$ cat config.mk
export PLATFORM = sky130hd
export DESIGN_NAME = lif_tdm_scheduler_flat
export DESIGN_NICKNAME = d
export VERILOG_FILES = /design/src/rtl/lif_pkg.sv /design/src/rtl/lif_tdm_scheduler_if.sv /design/src/rtl/lif_potential_rf.sv /design/src/rtl/lif_tdm_scheduler.sv /design/src/flat_wrapper.sv
export SDC_FILE = /design/constraint.sdc
export NUM_CORES = 1
export LEC_CHECK = 0
export ABC_AREA = 1
export ABC_CLOCK_PERIOD_IN_PS = 2250
export BUFFER_PORTS_ARGS = -buffer_cell sky130_fd_sc_hd__buf_2
export CELL_PAD_IN_SITES_DETAIL_PLACEMENT = 0
export CELL_PAD_IN_SITES_GLOBAL_PLACEMENT = 1
export CORE_MARGIN = 2
export CORE_UTILIZATION = 46
export CTS_BUF_LIST = sky130_fd_sc_hd__clkbuf_8
export DETAILED_ROUTE_END_ITERATION = 8
export PLACE_DENSITY = 0.81
export SETUP_SLACK_MARGIN = 0.5
export SYNTH_ARGS = -nofsm -noshare
export SYNTH_HDL_FRONTEND = slang
export SYNTH_SLANG_ARGS = --single-unit
$ cat constraint.sdc
create_clock -name clk -period 2.25 [get_ports clk]
set_clock_uncertainty 0.2 [all_clocks]
set_input_delay 0.675 -clock clk [delete_from_list [all_inputs] [get_ports clk]]
set_output_delay 0.675 -clock clk [all_outputs]
set_load 0.005 [all_outputs]
$ cat src/rtl/lif_pkg.sv
// Shared constants and FSM state encoding for the time-multiplexed LIF neuron scheduler.
package lif_pkg;

  typedef enum logic [2:0] {
    ST_IDLE   = 3'd0,
    ST_LOAD   = 3'd1,
    ST_UPDATE = 3'd2,
    ST_WRITE  = 3'd3
  } lif_state_e;

  localparam int          LIF_WIDTH  = 8;
  localparam logic [7:0]  LIF_THRESH = 8'd20;
  localparam logic [7:0]  LIF_ADD_W  = 8'd20;
  localparam logic [7:0]  LIF_LEAK   = 8'd1;
  localparam logic [7:0]  LIF_VRESET = 8'd0;

endpackage

$ cat src/rtl/lif_tdm_scheduler_if.sv
// Control/event bus of the LIF scheduler: the master drives enable and input events,
// the slave (scheduler) returns spikes and its debug view.
interface lif_tdm_scheduler_if #(
  parameter int N_NEURONS = 4
) ();
  localparam int IDX_W = $clog2(N_NEURONS);

  logic                 enable;
  logic [N_NEURONS-1:0] signal_in;
  logic [N_NEURONS-1:0] spike_out;
  logic [IDX_W-1:0]     cur_idx;
  logic [2:0]           state_dbg;

  modport master (output enable, signal_in, input spike_out, cur_idx, state_dbg);
  modport slave  (input enable, signal_in, output spike_out, cur_idx, state_dbg);
endinterface

$ cat src/rtl/lif_potential_rf.sv
// Membrane potential storage: one combinational read port, one synchronous write port,
// synchronous clear while rst_n is low (clear wins over a concurrent write).
module lif_potential_rf #(
  parameter int N_NEURONS = 4,
  parameter int WIDTH     = 8
) (
  input  logic                         clk,
  input  logic                         rst_n,
  input  logic [$clog2(N_NEURONS)-1:0] raddr_i,
  output logic [WIDTH-1:0]             rdata_o,
  input  logic                         we_i,
  input  logic [$clog2(N_NEURONS)-1:0] waddr_i,
  input  logic [WIDTH-1:0]             wdata_i
);
  logic [N_NEURONS-1:0][WIDTH-1:0] mem_q;

  assign rdata_o = mem_q[raddr_i];

  // potential array: clear on reset, else single write port
  always_ff @(posedge clk) begin
    if (!rst_n) begin
      mem_q <= '0;
    end else if (we_i) begin
      mem_q[waddr_i] <= wdata_i;
    end
  end
endmodule

$ cat src/rtl/lif_tdm_scheduler.sv
// Time-multiplexed leaky integrate-and-fire scheduler: one datapath services each neuron
// in turn (LOAD/UPDATE/WRITE). Optional refractory counters under macro LIF_REFRACTORY_EN.
module lif_tdm_scheduler
  import lif_pkg::*;
#(
  parameter int               N_NEURONS = 4,
  parameter int               WIDTH     = LIF_WIDTH,
  parameter logic [WIDTH-1:0] THRESH    = LIF_THRESH,
  parameter logic [WIDTH-1:0] ADD_W     = LIF_ADD_W,
  parameter logic [WIDTH-1:0] LEAK      = LIF_LEAK,
  parameter logic [WIDTH-1:0] VRESET    = LIF_VRESET,
  parameter int               REFRACT   = 2
) (
  input  logic                clk,
  input  logic                rst_n,
  lif_tdm_scheduler_if.slave  bus
);
  localparam int               IDX_W    = $clog2(N_NEURONS);
  localparam logic [IDX_W-1:0] IDX_LAST = IDX_W'(N_NEURONS - 1);

  lif_state_e           state_q, state_d;
  logic [IDX_W-1:0]     idx_q, idx_d;
  logic [N_NEURONS-1:0] pend_q, pend_d;
  logic [N_NEURONS-1:0] spike_q, spike_d;
  logic [WIDTH-1:0]     v_q, v_d, v_upd, rdata, wdata;
  logic                 evt_q, evt_d, we;

  function automatic logic [WIDTH-1:0] sat_add(input logic [WIDTH-1:0] a, input logic [WIDTH-1:0] b);
    logic [WIDTH:0] s;
    s = {1'b0, a} + {1'b0, b};
    return s[WIDTH] ? {WIDTH{1'b1}} : s[WIDTH-1:0];
  endfunction

  function automatic logic [WIDTH-1:0] floor_sub(input logic [WIDTH-1:0] a, input logic [WIDTH-1:0] b);
    return (a < b) ? {WIDTH{1'b0}} : (a - b);
  endfunction

`ifdef LIF_REFRACTORY_EN
  localparam int RW = (REFRACT < 1) ? 1 : $clog2(REFRACT + 1);
  logic [N_NEURONS-1:0][RW-1:0] ref_q, ref_d;
  logic                         refr_q, refr_d;
  assign v_upd = refr_q ? VRESET : (evt_q ? sat_add(v_q, ADD_W) : floor_sub(v_q, LEAK));
`else
  assign v_upd = evt_q ? sat_add(v_q, ADD_W) : floor_sub(v_q, LEAK);
`endif

  lif_potential_rf #(.N_NEURONS(N_NEURONS), .WIDTH(WIDTH)) u_rf (
    .clk     (clk),
    .rst_n   (rst_n),
    .raddr_i (idx_q),
    .rdata_o (rdata),
    .we_i    (we),
    .waddr_i (idx_q),
    .wdata_i (wdata)
  );

  // slot sequencing, event bookkeeping and write-back selection
  always_comb begin
    state_d = state_q;
    idx_d   = idx_q;
    pend_d  = pend_q | bus.signal_in;
    spike_d = {N_NEURONS{1'b0}};
    v_d     = v_q;
    evt_d   = evt_q;
    we      = 1'b0;
    wdata   = v_q;
`ifdef LIF_REFRACTORY_EN
    ref_d   = ref_q;
    refr_d  = refr_q;
`endif
    case (state_q)
      ST_IDLE: begin
        state_d = bus.enable ? ST_LOAD : ST_IDLE;
      end
      ST_LOAD: begin
        v_d     = rdata;
        state_d = ST_UPDATE;
`ifdef LIF_REFRACTORY_EN
        refr_d         = (ref_q[idx_q] != {RW{1'b0}});
        evt_d          = pend_q[idx_q] & ~refr_d;
        pend_d[idx_q]  = bus.signal_in[idx_q] & ~refr_d;
`else
        // an event arriving in the consuming cycle survives for the next service
        evt_d          = pend_q[idx_q];
        pend_d[idx_q]  = bus.signal_in[idx_q];
`endif
      end
      ST_UPDATE: begin
        v_d            = v_upd;
        spike_d[idx_q] = (v_upd >= THRESH);
        state_d        = ST_WRITE;
      end
      ST_WRITE: begin
        we    = 1'b1;
        wdata = spike_q[idx_q] ? VRESET : v_q;
`ifdef LIF_REFRACTORY_EN
        if (spike_q[idx_q]) begin
          ref_d[idx_q] = RW'(REFRACT);
        end else if (ref_q[idx_q] != {RW{1'b0}}) begin
          ref_d[idx_q] = ref_q[idx_q] - RW'(1);
        end else begin
          ref_d[idx_q] = ref_q[idx_q];
        end
`endif
        // disabling parks on the neuron just written; resuming services it again
        if (bus.enable) begin
          idx_d   = (idx_q == IDX_LAST) ? {IDX_W{1'b0}} : (idx_q + IDX_W'(1));
          state_d = ST_LOAD;
        end else begin
          state_d = ST_IDLE;
        end
      end
      default: begin
        state_d = ST_LOAD;
      end
    endcase
  end

  // state registers with synchronous active-low reset
  always_ff @(posedge clk) begin
    if (!rst_n) begin
      state_q <= ST_LOAD;
      idx_q   <= {IDX_W{1'b0}};
      pend_q  <= {N_NEURONS{1'b0}};
      spike_q <= {N_NEURONS{1'b0}};
      v_q     <= {WIDTH{1'b0}};
      evt_q   <= 1'b0;
`ifdef LIF_REFRACTORY_EN
      ref_q   <= '0;
      refr_q  <= 1'b0;
`endif
    end else begin
      state_q <= state_d;
      idx_q   <= idx_d;
      pend_q  <= pend_d;
      spike_q <= spike_d;
      v_q     <= v_d;
      evt_q   <= evt_d;
`ifdef LIF_REFRACTORY_EN
      ref_q   <= ref_d;
      refr_q  <= refr_d;
`endif
    end
  end

  assign bus.spike_out = spike_q;
  assign bus.cur_idx   = idx_q;
  assign bus.state_dbg = state_q;
endmodule

$ cat src/flat_wrapper.sv
// flat-port wrapper written by rule: the top's interface ports become plain ports
module lif_tdm_scheduler_flat import lif_pkg::*;
#(
  parameter int               N_NEURONS = 4,
  parameter int               WIDTH     = LIF_WIDTH,
  parameter logic [WIDTH-1:0] THRESH    = LIF_THRESH,
  parameter logic [WIDTH-1:0] ADD_W     = LIF_ADD_W,
  parameter logic [WIDTH-1:0] LEAK      = LIF_LEAK,
  parameter logic [WIDTH-1:0] VRESET    = LIF_VRESET,
  parameter int               REFRACT   = 2
)
  (clk, rst_n, bus_enable, bus_signal_in, bus_spike_out, bus_cur_idx, bus_state_dbg);
  lif_tdm_scheduler_if #(.N_NEURONS(N_NEURONS)) bus_i ();
  input  logic clk;
  input  logic rst_n;
  input wire logic [$bits(bus_i.enable)-1:0] bus_enable;
  input wire logic [$bits(bus_i.signal_in)-1:0] bus_signal_in;
  output wire logic [$bits(bus_i.spike_out)-1:0] bus_spike_out;
  output wire logic [$bits(bus_i.cur_idx)-1:0] bus_cur_idx;
  output wire logic [$bits(bus_i.state_dbg)-1:0] bus_state_dbg;
  assign bus_i.enable = bus_enable;
  assign bus_i.signal_in = bus_signal_in;
  assign bus_spike_out = bus_i.spike_out;
  assign bus_cur_idx = bus_i.cur_idx;
  assign bus_state_dbg = bus_i.state_dbg;
  lif_tdm_scheduler #(.N_NEURONS(N_NEURONS), .WIDTH(WIDTH), .THRESH(THRESH), .ADD_W(ADD_W), .LEAK(LEAK), .VRESET(VRESET), .REFRACT(REFRACT)) u_core (.clk(clk), .rst_n(rst_n), .bus(bus_i));
endmodule
After elaboration in Yosys (flattened, before gate mapping)
Index checks and enable logic that the tools add are counted.
Storage, ports and cells
  bits in registers: 54
  output and inout port bits: 9
  input port bits: 7
  logic and storage cells: 54
Cells by class
  bitwise operators: 2
  mux-type cells: 25
  magnitude comparators: 4
  reductions and logical operators: 6
  eq/ne operators: 4
  $add $sub $neg: 3
Operators by type and width (number)
  $mux 8: 7
  $bwmux 32: 1
  $bmux 8 s2: 1
  $demux 8 s2: 1
  $pmux 8 s2: 1
  $add 8x5->9 const B: 1
  $pmux 3 s3: 1
  $ge 8x5->1 const B: 1
  $lt 8x1->1 const B: 1
  $sub 8x1->8 const B: 1
  $bmux 1 s2: 3
  $eq 3x2->1 const B: 2
  $mux 1: 6
  $and 4x4->4: 1
  $bwmux 4: 1
  $mux 4: 1
  $or 4x4->4: 1
  $reduce_and 2->1: 2
  $eq 3x1->1 const B: 1
  $logic_not 3->1: 1
  $lt 2x3->1 const B: 1
  $add 2x1->2 const B: 1
  $demux 1 s2: 1
  $eq 2x2->1 const B: 1
  5 further kinds: 5

Longest topological paths before layout
Gate-level depths: netlist of run 1.
  depth after elaboration: 6
  mapped depth: 13
  depth with buffers taken out: 13

Cells and area by module
From an unflattened synthesis of run 1, not the netlist that was laid out.
Unflattened totals
  cell total of the unflattened synthesis: 482
  area, all modules: 3051.7 sq um
By module, submodules not included
  lif_potential_rf: area an instance 1626.6 sq um, sequential area each 640.6 sq um, instances 1, cells each 252
  lif_tdm_scheduler: area an instance 1425.1 sq um, sequential area each 420.4 sq um, instances 1, cells each 230

Least setup slack after synthesis of run 1
OpenSTA, ideal clock, no wires.
  kind: flip-flop to flip-flop
  start: register u_core.idx_q[1], in the netlist u_core.bus.cur_idx[1]
  end: register u_core.u_rf.mem_q[15] in the netlist's numbering
  slack: 0.436 ns
  stages on the path, launching flop included: 9
  setup time: 0.070 ns
  data required time: 1.980 ns
  path buffers: 2
  arrival: 1.544 ns
  cell sequence: dfxtp_1 inv_1 clkbuf_1 ha_1 nand2_1 inv_1 clkbuf_1 o21ai_0 a21oi_1
Between the ends
  longest elaborated chain between the ends: 5
Ends and longest elaborated chain
  from (decl): line lif_tdm_scheduler.sv:22  | logic [IDX_W-1:0] idx_q, idx_d;
  from (signal assigned): line lif_tdm_scheduler.sv:123  | idx_q <= {IDX_W{1'b0}};
  from (signal assigned): line lif_tdm_scheduler.sv:134  | idx_q <= idx_d;
  $lt 2x3->1 (not written as such), or another cell as far along: line lif_potential_rf.sv:24  | mem_q[waddr_i] <= wdata_i;
  $logic_and 1x1->1 (not written as such) / $mux 1 (equally long branches): line lif_potential_rf.sv:24, lif_tdm_scheduler.sv:95
  $mux 8, on equally long branches: line lif_potential_rf.sv:24, lif_tdm_scheduler.sv:95
  $demux 8 s2 / $mux 8 (equally long branches): line lif_potential_rf.sv:24, lif_tdm_scheduler.sv:71
  $bwmux 32 *: line lif_potential_rf.sv:24
  to (signal, indexed assignment): line lif_potential_rf.sv:24
  to (decl): line lif_potential_rf.sv:15  | logic [N_NEURONS-1:0][WIDTH-1:0] mem_q;
Mark *: on every way between the ends. The rest lies on a longest branch, timed or not. The select of a mux whose other input is x is not followed.
A chain may end at the register's enable or synchronous reset.

Worst setup path in the final report of run 1
  start: register u_core.idx_q[0], in the netlist u_core.bus.cur_idx[0]
  end: output port bus_cur_idx[0]
RTL lines
  to (decl): line flat_wrapper.sv:19  | output wire logic [$bits(bus_i.cur_idx)-1:0] bus_cur_idx;
No word-level cell between the ends.

==> metrics.md, run 1 <==
| Metric | Value |
|---|---|
| Commonest non-fill, non-tap cell in the layout | nand2_1 |
| Synthesized area | around 2800 um2 |
| Worst vdd ir | 523 uV |
| Distinct cells, synth | 28 |
| FF/Latch Area | roughly 1100 um2 |
| Pwr per Cell Area | approximately 1000 nW/um2 |
| Initial DRC count | around 260 |
| Yosys reg bits | 53 |
| Total congestion overflow | 0 |
| Starting density of the core | around 47% |
| Rows | 28 |
| Global-route wire length before repair | approximately 13 mm |
| Die Ht | 81.4 um |
| I/O Buffers | 14 |
| Vias in the first global route | 2631 |
| Register area share after synthesis | approximately two fifths |
| CP Buf/Inv Count | 2 |
| Synthesized instance count | 385 |
| Clock Latency Late Sink | between 0.3 and 0.4 ns |
| Share of cells above drive strength 1 | 34.4% |
| Final hold slack | between 0.3 and 0.4 ns |
| Syn_area_per_cell | a little over 7 um2 |
| NumNets Final | roughly 450 |
| Layout fillers | around 510 |
| # diodes | 0 |
| Final hold vios | 0 |
| Longest Clk Path Bufs | 2 |
| CP endpoint kind | primary output |
| Pin count of the biggest net entering global routing | 35 |
| Initial antenna violation count | 0 |
| Fmax | roughly 560 MHz |
| Post-Syn Nets | slightly above 400 |
| Worst endpoint required time | around 1.4 ns |
| # DRC | 0 |
| Final Power | 3.79 mW |
| HP Class | reg -> reg |
| Hold Path End | u_core.u_rf.mem_q[14]$_SDFFE_PN0P_ |
| Max incr delay on CP | ~0.38 ns |
| Hold depth | 2 |
| RePlAce Congestion | about 0.87 |
| CP Cell Sequence | buf_12 -> buf_6 |
| Slew Viols, Final | 0 |
| Endpoints failing setup | 0 |
| RSZ-0062 raised after global routing | true |
| Root Driver | clkbuf_8 |
| Crit Path Max Fanout | 4 |
| CTS buffer count | 5 |
| Vias per inst | between 5 and 6 |
| Top cell type's share of synthesized area | about two fifths |
| Worst r2r path cells | 11 |
| FF-to-FF Start | u_core.v_q[2]$_SDFFE_PN0P_ |
| Arrival time at the worst endpoint | a little over 0.9 ns |
| CP Class | reg -> out |
| Worst R2R End | u_core.bus.spike_out[1]$_SDFF_PN0_ |
| Area Growth Syn to Fin | 31.2% |
| Max-cap viol count | 0 |
| Final Cycle Share | approximately 80% |
| Io pins | 16 |
| Period minus WS final | roughly 1.8 ns |
| CTS Sinks | 53 |
| Worst path slowest cell | dfxtp_4 |
| Vias | ~2.9k |
| Yosys warns | 0 |
| Drt pass-1 iters | 4 |
| Status | complete, no violations |
| Overall routed net length | about 8.7 mm |
| Largest cells by area after synthesis | dfxtp_1 39%, o21ai_0 13%, nand2_1 7.9% |
| # H-tree levels | 2 |
| Pleak | 1.50 nW |
| HPWL reported at the end of detailed placement | approximately 5.2 mm |
| Hold Crit Start | u_core.u_rf.mem_q[14]$_SDFFE_PN0P_ |
| Setup TNS | 0 ns |
| Horiz. Die Dim | 81.4 um |
| GRT Total Usage | between 20% and 30% |
| Multi-input gate area | around 1700 um2 |
| Most frequent cells in the layout | 42 x nand2_1, 41 x dfxtp_1, 38 x o21ai_0, 34 x nor2_1, 34 x a21oi_1 |
| Drt wl/cell | between 15 and 20 um |
| Die Area | between 6000 and 7000 um2 |
| Cell accounting for the most synthesized area | dfxtp_1 |
| Crit path launch type | flop |
| Largest delay share family, worst path | flip-flops |
| DRT antenna net count | 0 |
| Worst reg-to-reg setup slack | ~0.46 ns |
| CTS tree | done |
| CTS clk-pin slew, worst paths | around 0.10 ns |
| Area of the core | about 6000 um2 |
## worst max-delay path by stage
stage | startpoint | endpoint | slack, ns | depth (start not counted)
global placement | u_core.v_q[3]$_SDFFE_PN0P_ | u_core.bus.spike_out[3]$_SDFF_PN0_ | 0.36 | 12
finish | u_core.bus.cur_idx[0]$_SDFFE_PN0P_ | bus_cur_idx[0] | 0.46 | 2
detailed placement | u_core.v_q[3]$_SDFFE_PN0P_ | u_core.bus.spike_out[1]$_SDFF_PN0_ | 0.26 | 12
CTS | u_core.bus.cur_idx[0]$_SDFFE_PN0P_ | bus_cur_idx[0] | 0.46 | 2
global route | u_core.v_q[2]$_SDFFE_PN0P_ | u_core.bus.spike_out[2]$_SDFF_PN0_ | 0.40 | 12
floorplan | u_core.v_q[3]$_SDFFE_PN0P_ | u_core.bus.spike_out[0]$_SDFF_PN0_ | 0.51 | 12
## synth_stat cells, drive strengths merged
master / n
o21ai: 74
nand2: 65
dfxtp: 53
nor2: 48
a21oi: 36
inv: 33
nand3: 15
clkbuf: 11
ha: 11
o22ai: 11
buf: 8
nor3: 6
a211oi: 5
o221ai: 5
nand4: 2
conb: 1
xor2: 1
## layer usage
layer	wire length (um)	up-vias	global-route usage, %
li1	-	1401	-
met1	3820	1375	35.4
met2	4210	89	43.4
met3	429	24	3.89
met4	202	0	8.81
met5	0	-	0
## cell families after synthesis
| group | count (synthesis) | share of synthesized area [%] |
|---|---|---|
| compound gates | 131 | 25.7 |
| xor+xnor | 1 | 0.318 |
| fa+ha+maj | 11 | 5.00 |
| buf+inv | 52 | 8.00 |
| flops | 53 | 38.5 |
| other cells | 1 | 0.136 |
| simple gates | 136 | 22.4 |
## state kept, by name (all words and copies together) (netlist names)
signal and flops:
u_core.bus.spike_out 4, u_core.u_rf.mem_q 32, u_core.evt_q 1, u_core.bus.cur_idx 2
u_core.bus.state_dbg 2, u_core.pend_q 4, u_core.v_q 8
## what timing repair did
action                     CTS  global route
buffers inserted            27             4
hold buffers                 0             0
gates cloned                 2             1
pin swaps                   11            15
resized for setup           53            66
setup endpoints to repair   44            48
## stage by stage
| stage | instances | cell area (um2) | setup slack, ns | utilization [%] |
|---|---|---|---|---|
| floorplan | 385 | 2760 | 0.511 | - |
| global placement | 463 | 2900 | 0.357 | 49.5 |
| detailed placement | 463 | 2900 | 0.260 | 49.5 |
| CTS | 500 | 3420 | 0.455 | 58.4 |
| global route | 505 | 3610 | 0.395 | 61.7 |
| finish | 505 | 3610 | 0.456 | 61.7 |
## area by class of cell
type | instances | share of cell area (%)
clock inverter | 2 | 0.381
clock buffer | 6 | 2.29
tap | 75 | 2.60
multi-input combinational | 280 | 46.2
timing repair inverter | 2 | 0.416
inverter | 33 | 4.43
timing repair buffer | 54 | 13.5
sequential | 53 | 30.1
## worst min-delay path: cells and delay by family, from the launching register on
kind	cells	cell delay, ns
compound gates	2	0.16
flops	1	0.32
## power by group
part	internal (mW)	switching [mW]	leakage [nW]
sequential	1.06	0.140	0.437
clock	0.250	0.322	0.0512
combinational	0.815	1.19	1.02
total	2.13	1.66	1.50
Note: power is estimated with default switching activity, not from simulation.
==> run 2, diff against run 1 <==
--- a/config.mk
+++ b/config.mk
@@ -5,16 +5,16 @@
 export SDC_FILE = /design/constraint.sdc
 export NUM_CORES = 1
 export LEC_CHECK = 0
-export ABC_AREA = 1
-export ABC_CLOCK_PERIOD_IN_PS = 2250
+export ABC_AREA = 0
+export ABC_CLOCK_PERIOD_IN_PS = 1560
 export BUFFER_PORTS_ARGS = -buffer_cell sky130_fd_sc_hd__buf_2
 export CELL_PAD_IN_SITES_DETAIL_PLACEMENT = 0
 export CELL_PAD_IN_SITES_GLOBAL_PLACEMENT = 1
 export CORE_MARGIN = 2
-export CORE_UTILIZATION = 46
+export CORE_UTILIZATION = 43
 export CTS_BUF_LIST = sky130_fd_sc_hd__clkbuf_8
 export DETAILED_ROUTE_END_ITERATION = 8
-export PLACE_DENSITY = 0.81
+export PLACE_DENSITY = 0.76
 export SETUP_SLACK_MARGIN = 0.5
 export SYNTH_ARGS = -nofsm -noshare
 export SYNTH_HDL_FRONTEND = slang
==> constraint.sdc (replaced) <==
create_clock -name clk -period 1.56 [get_ports clk]
set_clock_uncertainty 0.2 [all_clocks]
set_input_delay 0.468 -clock clk [delete_from_list [all_inputs] [get_ports clk]]
set_output_delay 0.468 -clock clk [all_outputs]
set_load 0.005 [all_outputs]
==> metrics.md, run 2 <==
| Metric | Value |
|---|---|
| Commonest non-fill, non-tap cell in the layout | buf_4 |
| Most frequent cell after synthesis | nand2_1 |
| GR Util met3 | between 2 and 3% |
| CP Class | reg -> reg |
| Async set-reset flop share out of synthesis | 0% |
| Worst vdd ir | approximately 540 uV |
| Initial antenna violation count | 0 |
| Status | finished, violations left |
| CP Buf/Inv Count | 0 |
| Io pins | 16 |
| DP Area | between 3000 and 4000 um2 |
| Total congestion overflow | 0 |
| Post-route cell area | 4000 um2 |
| Clock Latency Late Sink | 0.32 ns |
| Period minus WS final | approximately 2 ns |
| Pwr per Cell Area | between 1500 and 2000 nW/um2 |
| Largest cells by area after synthesis | dfxtp_1 37%, mux4_2 8.5%, nand2_1 7.2% |
| Die Area | around 7400 um2 |
| Final setup margin | -0.498 ns |
| Top FF cell, synth | dfxtp_1 |
| Initial DRC count | 93 |
| CP Cell Sequence | or3_4 -> or4_4 -> a211oi_4 -> nor2_4 -> a41oi_2 |
| Root Driver | clkbuf_8 |
| Synthesized instance count | 345 |
| CP endpoint kind | flop |
| HP Class | in -> reg |
| CTS Sinks | 53 |
| CTS tree | done |
| Global-route wire length before repair | about 12 mm |
| Register area share after synthesis | 36.6% |
| Final Power | ~6.1 mW |
| DRT antenna net count | 0 |
| Global routing usage on met2 | about a third |
| RSZ-0062 raised after global routing | true |
| Vias in the first global route | roughly 2.5k |
| Area of the core | about 6400 um2 |
| # H-tree levels | 2 |
| RePlAce Congestion | just over 0.9 |
| Slew Viols, Final | 0 |
| GRT Total Usage | 21.1% |
| Pin count of the biggest net entering global routing | 54 |
| Most frequent cells in the layout | 48 x buf_4, 46 x nand2_1, 41 x dfxtp_1, 21 x a21boi_1, 18 x o21ai_1 |
| Area Growth Syn to Fin | 37.8% |
| Drt pass-1 iters | 4 |
| Final Cycle Share | 132% |
| Most instantiated cells after synthesis | 56 x nand2_1, 53 x dfxtp_1, 38 x o21ai_0 |
| Top cell type's share of synthesized area | between 30% and 40% |
| Starting density of the core | between 40% and 50% |
| Met1 Usage GRT | about 30% |
| Worst endpoint required time | about 1.6 ns |
| Worst path slowest cell | or4_4 |
| Pleak | 1.48 nW |
| Biggest regs | u_core.u_rf.mem_q x32, u_core.v_q x8 |
| Endpoints failing setup | 50 |
| # diodes | 0 |
| Post-synth EDFFs | 0 |
| Yosys reg bits | 53 |
| Share of cells above drive strength 1 | about 42% |
| Syn_area_per_cell | ~8.4 um2 |
| Yosys warns | 0 |
| Grt peak-use layer | met2 |
| Vias per inst | ~5.6 |
| Die Ht | 86.1 um |
| Overall routed net length | just under 8 mm |
| I/O Buffers | 14 |
| Largest delay share family, worst path | simple AND/OR/NAND/NOR gates |
| CTS buffer count | 5 |
| Worst reg-to-reg setup slack | -0.50 ns |
| Max incr delay on CP | between 0.4 and 0.5 ns |
| Drt wl/cell | between 15 and 20 um |
| Crit path launch type | flop |
| CTS clk-pin slew, worst paths | approximately 0.11 ns |
| Final core occ | just over 60% |
| Arrival time at the worst endpoint | 2.11 ns |
| Horiz. Die Dim | ~86 um |
| Largest Register | u_core.u_rf.mem_q |
| Post-Syn Nets | between 300 and 400 |
| NumNets Final | between 400 and 500 |
| HPWL reported at the end of detailed placement | 5.37 mm |
| Vias | about 2.6k |
| Cell accounting for the most synthesized area | dfxtp_1 |
| # DRC | 0 |
| Failing checks | negative setup slack |
| Synthesized area | a little under 3000 um2 |
| Rows | 29 |
| Max-cap viol count | 0 |
| Setup TNS | -11.78 ns |
| Largest register FFs | 32 |
| Crit Path Max Fanout | 6 |
| Fmax | around 490 MHz |
| Pre-CTS setup slack | -0.536 ns |
| Distinct cells, synth | 42 |
| Hold buffers post-CTS | 0 |
| Longest Clk Path Bufs | 2 |
| Final hold vios | 0 |
==> run 2: cell count changes in the layout (fill, tap and decap cells not counted), sizes merged, moves of 9 or more <==
cell	before	now
nand2	65	56
mux4	0	11
a21oi	36	20
inv	26	13
o22ai	11	0
clkinvlp	9	0
buf	53	72
a21boi	0	21
nor2	48	3
nand4	2	16
and2	0	16
o21ai	74	38
==> run 2: worst reg2reg max path, delay by kind of cell, from the launching register on <==
| family | cells | cell delay, ns |
|---|---|---|
| AOI/OAI and AO/OA | 2 | 0.52 |
| and+or+nand+nor | 3 | 0.91 |
| DFF | 1 | 0.38 |
==> run 2: cell families after synthesis <==
logic type      count (synthesis)  synth area share (%)
compound gates                 99                  21.3
xor+xnor                        2                 0.604
fa+ha+maj                      11                  4.74
buf+inv                        48                  6.99
flops                          53                  36.6
mux                            12                  8.88
other cells                     1                 0.129
simple gates                  119                  20.7
==> run 2: metal layers <==
layer	vias up	part of all wire, %
li1	1309	-
met1	1265	48
met2	43	48
met3	10	2.2
met4	0	1.6
met5	-	0
==> run 2: final timing paths <==
| check | startpoint | end | cells past startpoint |
|---|---|---|---|
| hold / removal | bus_enable | u_core.bus.state_dbg[0]$_SDFF_PN1_ | 3 |
| hold reg to reg | u_core.u_rf.mem_q[2]$_SDFFE_PN0P_ | u_core.u_rf.mem_q[2]$_SDFFE_PN0P_ | 2 |
| setup / recovery | u_core.v_q[2]$_SDFFE_PN0P_ | u_core.bus.spike_out[1]$_SDFF_PN0_ | 5 |
| setup reg to reg | u_core.v_q[2]$_SDFFE_PN0P_ | u_core.bus.spike_out[1]$_SDFF_PN0_ | 5 |
==> run 2: layout make-up <==
class | instances | area [um2]
repair buffers | 72 | 626
clock inverters | 2 | 33.8
clock buffers | 6 | 82.6
multi-input cells | 244 | 2020
fillers | 552 | 2420
inverters | 13 | 57.6
flip-flops and latches | 53 | 1090
well taps | 77 | 96.3
==> run 2: through the flow <==
stage               hold slack (ns)  instances
finish                        0.191        467
global route                  0.203        467
CTS                           0.194        466
detailed placement            0.242        455
global placement              0.234        455
floorplan                     0.228        345
==> run 2: power breakdown <==
part / total [mW] / internal, mW / switching [mW] / leakage, nW
Sequential: 1.64 / 1.51 / 0.138 / 0.436
Clock: 1.00 / 0.518 / 0.484 / 0.0626
Combinational: 3.49 / 1.70 / 1.79 / 0.981
Total: 6.13 / 3.72 / 2.41 / 1.48
==> run 2: what timing repair did <==
action,4_1_cts,5_1_grt
resized for setup,26,41
pin swaps,12,15
setup endpoints to repair,61,61
buffers inserted,3,1
